### src/rtl/stress_accumulator.sv
// Stress level: synchronized stimulus edges add a saturating step, periodic ticks decay it.
// Optional STRESS_SLEEP_DECAY_EN halves the decay period while asleep is high.
module stress_accumulator #(
  parameter int N            = 7,
  parameter int STIM_STEP    = 8,
  parameter int DECAY_PERIOD = 16
) (
  input  logic         clk,
  input  logic         rst_n,
  input  logic         stimulus,
  input  logic         asleep,
  output logic [N-1:0] stress_level,
  output logic [1:0]   stress_indicator,
  output logic [1:0]   stress_state,
  output logic         panic
);

  localparam int CW = $clog2(DECAY_PERIOD);

  localparam logic [CW-1:0] CNT_LAST = CW'(DECAY_PERIOD - 1);
  localparam logic [N:0]    STEP     = (N+1)'(STIM_STEP);
  localparam logic [N:0]    TH_TENSE = (N+1)'(64);
  localparam logic [N:0]    TH_PANIC = (N+1)'(112);
  localparam logic [N:0]    TH_UNPAN = (N+1)'(80);
  localparam logic [N:0]    TH_CALM  = (N+1)'(32);

  typedef enum logic [1:0] {
    CALM  = 2'b00,
    TENSE = 2'b01,
    PANIC = 2'b10,
    BAD   = 2'b11
  } state_t;

  logic          r_sync1;
  logic          r_sync2;
  logic          r_hist;
  logic [CW-1:0] r_cnt;
  logic [N-1:0]  r_level;
  state_t        r_state;
  logic          r_panic;

  logic          w_event;
  logic          w_tick;
  logic [N:0]    w_sum;
  logic [N-1:0]  w_sat;
  logic [N:0]    w_lvl;
  state_t        w_next;

  always_ff @(posedge clk or negedge rst_n) begin
    if (!rst_n) begin
      r_sync1 <= 1'b0;
      r_sync2 <= 1'b0;
      r_hist  <= 1'b0;
    end else begin
      r_sync1 <= stimulus;
      r_sync2 <= r_sync1;
      r_hist  <= r_sync2;
    end
  end

  assign w_event = r_sync2 & ~r_hist;

`ifdef STRESS_SLEEP_DECAY_EN
  localparam logic [CW-1:0] CNT_HALF = CW'(DECAY_PERIOD / 2 - 1);

  assign w_tick = asleep ? (r_cnt == CNT_HALF)
                         : (r_cnt == CNT_LAST);
`else
  logic w_unused;

  assign w_unused = asleep;
  assign w_tick   = (r_cnt == CNT_LAST);
`endif

  // An event restarts the decay phase, swallowing a coincident tick.
  always_ff @(posedge clk or negedge rst_n) begin
    if (!rst_n) begin
      r_cnt <= '0;
    end else if (w_event || w_tick) begin
      r_cnt <= '0;
    end else begin
      r_cnt <= r_cnt + CW'(1);
    end
  end

  assign w_sum = {1'b0, r_level} + STEP;
  assign w_sat = w_sum[N] ? '1 : w_sum[N-1:0];

  always_ff @(posedge clk or negedge rst_n) begin
    if (!rst_n) begin
      r_level <= '0;
    end else if (w_event) begin
      r_level <= w_sat;
    end else if (w_tick && (r_level != '0)) begin
      r_level <= r_level - N'(1);
    end
  end

  assign w_lvl = {1'b0, r_level};

  always_comb begin
    w_next = r_state;
    unique case (r_state)
      CALM:    if (w_lvl >= TH_TENSE) w_next = TENSE;
      TENSE: begin
        if (w_lvl >= TH_PANIC)     w_next = PANIC;
        else if (w_lvl < TH_CALM)  w_next = CALM;
      end
      PANIC:   if (w_lvl < TH_UNPAN) w_next = TENSE;
      default: w_next = CALM;
    endcase
  end

  always_ff @(posedge clk or negedge rst_n) begin
    if (!rst_n) begin
      r_state <= CALM;
      r_panic <= 1'b0;
    end else begin
      r_state <= w_next;
      r_panic <= (w_next == PANIC);
    end
  end

  assign stress_level     = r_level;
  assign stress_indicator = r_level[N-1 -: 2];
  assign stress_state     = r_state;
  assign panic            = r_panic;

endmodule

### config.mk
export PLATFORM = sky130hd
export DESIGN_NAME = stress_accumulator
export DESIGN_NICKNAME = d
export VERILOG_FILES = /design/src/rtl/stress_accumulator.sv
export SDC_FILE = /design/constraint.sdc
export NUM_CORES = 1
export LEC_CHECK = 0
export CAP_MARGIN = 20
export CORE_ASPECT_RATIO = 0.8
export CORE_MARGIN = 8
export CORE_UTILIZATION = 54
export DETAILED_ROUTE_END_ITERATION = 10
export PLACE_DENSITY = 0.82
export SYNTH_ARGS = -nofsm -noshare
export SYNTH_HDL_FRONTEND = slang
export SYNTH_SLANG_ARGS = --single-unit
### constraint.sdc
create_clock -name clk -period 5.8 [get_ports clk]
set_clock_uncertainty 0.15 [all_clocks]
set_input_delay 0.87 -clock clk [delete_from_list [all_inputs] [get_ports clk]]
set_output_delay 0.87 -clock clk [all_outputs]
set_load 0.01 [all_outputs]
==> key figures <==
Routing
  • Wire length per cell: 14.6 µm
  • Initial drt markers: 9
  • Drt total wl: 1800 µm
  • Vias: 685
  • Residual DRC: 0
  • Vias per cell: 5.57
  • Initial DRT Pass Iterations: 4
  • Antenna viol nets, final: 0

Logic synthesis
  • Largest cells by area after synthesis: dfrtp_1 47%, ha_1 7.0%, a21oi_1 3.9%
  • Syn nets: 97
  • Synth Cell Area: 896 µm²
  • Most frequent cell after synthesis: dfrtp_1
  • Ys flop type: dfrtp_1
  • Syn avg cell area: ~10 µm²
  • Most frequent cells after synthesis: 17 x dfrtp_1, 8 x inv_1, 8 x nor2_1
  • EDFF count, synth: 0
  • Synth async-reset ratio: 1.00
  • Post-synth top area share: 0.475
  • Synthesized instance count: 88
  • Register area share after synthesis: 0.475
  • Synth cell types: 31
  • Post-synthesis register bit count: 17
  • Synth area leader: dfrtp_1
  • Yosys warning total: 0

Critical path
  • Crit path kind: reg2out
  • Startpoint types: flip-flop
  • Delay-heaviest family, CP: buffers and inverters
  • Required @ worst endpoint: 4780 ps
  • CP max stage delay: 610 ps
  • Worst-case reg-to-reg path depth: 6
  • Slowest cell on crit path: clkdlybuf4s50_1
  • CP cell instances: clkdlybuf4s50_1
  • Worst R2R Setup Slack: around 3600 ps
  • R2R Path End: stress_level[2]
  • CP bufs+invs: 1
  • Worst Path Arrival: roughly 1500 ps
  • Crit-path max FO: 10
  • Worst reg2reg startpoint: stress_level[0]
  • Worst Setup End Kind: primary output

Global routing
  • Remaining Overflow, GRT: 0
  • First-pass GRT wire length: 3260 µm
  • Largest net degree at the start of global routing: 18
  • Antenna violations before repair: 0
  • All-Layer GR Usage: 0.134
  • Number of global-route vias before repair: 733

Clocking
  • Clock root buffer: clkbuf_4
  • CTS resizes: 0
  • TritonCTS clock tree: yes
  • H-Tree Depth: 1
  • Post-CTS Hold Buffers: 0
  • Num Clock Sinks: 17
  • Post-CTS Setup Bufs: 0
  • TritonCTS buffer count: 3
  • Clk Latency, worst-skew pair: 290 ps
  • Clk buf depth: 2
  • Worst-path clk slew: approximately 90 ps

Power and ir drop
  • Pwr Total: 556 µW
  • VDD IR max: 0.284 mV
  • PD cells: ~530 nW/µm²
  • P_leak: 0.000468 µW

Placed design
  • Final GP Congestion: ~0.75
  • Dpl cells: 119
  • DP HPWL: between 1000 and 1500 µm
  • Port bufs: 14

Cells and area
  • Seq. cell area: between 400 and 500 µm²
  • Layout cells sized above 1: 0.0693
  • Area delta synth->final: 17.7%
  • Area of the multi-input gates: around 410 µm²
  • Ant diodes: 0
  • Nets@finish: 111
  • # fillers: 148
  • Non-filler cells, final: 123

STA
  • Setup total negative slack: 0 ps
  • Max-slew violation count: 0
  • Period utilization: 0.428
  • Setup-failing EPs final: 0
  • Worst-margin pin slew: 720 ps
  • Max-slew headroom: 0.519
  • Hold Fails Final Rpt: 0
  • Crit path time final: approximately 2500 ps
  • FMAX: 0.403 GHz
  • RSZ-0062 raised after global routing: no
  • WHS: 230 ps

Min path
  • HP Class: reg2reg
  • WHS Endpoint: r_sync2
  • Hold path start: r_sync1
  • Worst hold path depth: 0

Floorplanning
  • Row Count: 13
  • Starting Density: 0.562
  • Die Area: 3230 µm²
  • Die X: 61.5 µm
  • Die boundary height: 52.4 µm
  • Core box area: 1590 µm²
  • Top Ports: 16

Outcome
  • Status: complete, no violations

Job
  • Max Cap Violations: 0
-- state kept, by name (all words and copies together), names as in the netlist --
name and count:
r_sync1 1, panic 1, stress_state 2, r_hist 1, stress_level 7, r_sync2 1
r_cnt 4
-- cells in the final DEF, fill, tap and decap left out --
master / count
dfrtp_1: 17
clkdlybuf4s50_1: 14
nor2_1: 8
inv_1: 8
a21oi_1: 7
nor3_1: 6
ha_1: 5
nand2_1: 4
o21ai_0: 3
a211oi_1: 3
clkbuf_4: 3
xnor2_1: 2
and3_1: 2
mux2i_1: 2
nand4b_1: 2
nor2b_1: 1
nand2b_1: 1
a21o_1: 1
or4b_4: 1
o311a_4: 1
and4_2: 1
o31ai_1: 1
a32oi_1: 1
o22ai_1: 1
nor4b_1: 1
o41ai_1: 1
nand4_1: 1
a31oi_1: 1
a211o_2: 1
clkbuf_1: 1
-- cell type report --
cell class | count | share of cell area
Clock buffer | 4 | 0.0249
Sequential cell | 17 | 0.403
Inverter | 8 | 0.0285
Tap cell | 22 | 0.0261
Timing Repair Buffer | 14 | 0.133
Multi-Input combinational cell | 58 | 0.384
-- worst max path at each step --
stage	start	end	slack [ps]	cells past startpoint
final	stress_level[6]	stress_indicator[1]	3320	1
after floorplan	stress_level[0]	stress_level[1]	3700	5
after global routing	stress_level[6]	stress_indicator[1]	3240	1
after global placement	stress_level[6]	stress_indicator[1]	3650	1
after detailed placement	stress_level[0]	stress_level[1]	3620	5
after CTS	stress_level[6]	stress_indicator[1]	3320	1
-- kinds of logic after synthesis --
family,count (synthesis),synth area share
muxes,2,0.0223
DFF,17,0.475
and+or+nand+nor,28,0.175
adders and majority gates,5,0.0698
xor gates and xnor gates,2,0.0196
buffers and inverters,13,0.0726
AOI/OAI and AO/OA,21,0.166
-- per-layer routing --
layer | share of wire | vias up | global-route usage | wire length, µm
li1 | - | 339 | - | -
met2 | 0.49 | 11 | 0.218 | 875
met1 | 0.45 | 330 | 0.153 | 812
met3 | 0.042 | 5 | 0.0417 | 76
met5 | 0 | - | 0 | 0
met4 | 0.018 | 0 | 0.0679 | 33
-- per-stage QoR --
| step | worst slack, ps | cell area [µm²] | utilization |
|---|---|---|---|
| after floorplan | 3700 | 896 | - |
| after global placement | 3650 | 1030 | 0.645 |
| after detailed placement | 3620 | 1030 | 0.645 |
| after CTS | 3320 | 1050 | 0.662 |
| after global routing | 3240 | 1050 | 0.662 |
| final | 3320 | 1050 | 0.662 |
-- power breakdown --
| part | internal [µW] | switching [µW] |
|---|---|---|
| logic | 140 | 113 |
| registers | 164 | 75.9 |
| clock network | 26.8 | 36.0 |
Power figures use the tool's default switching activity.
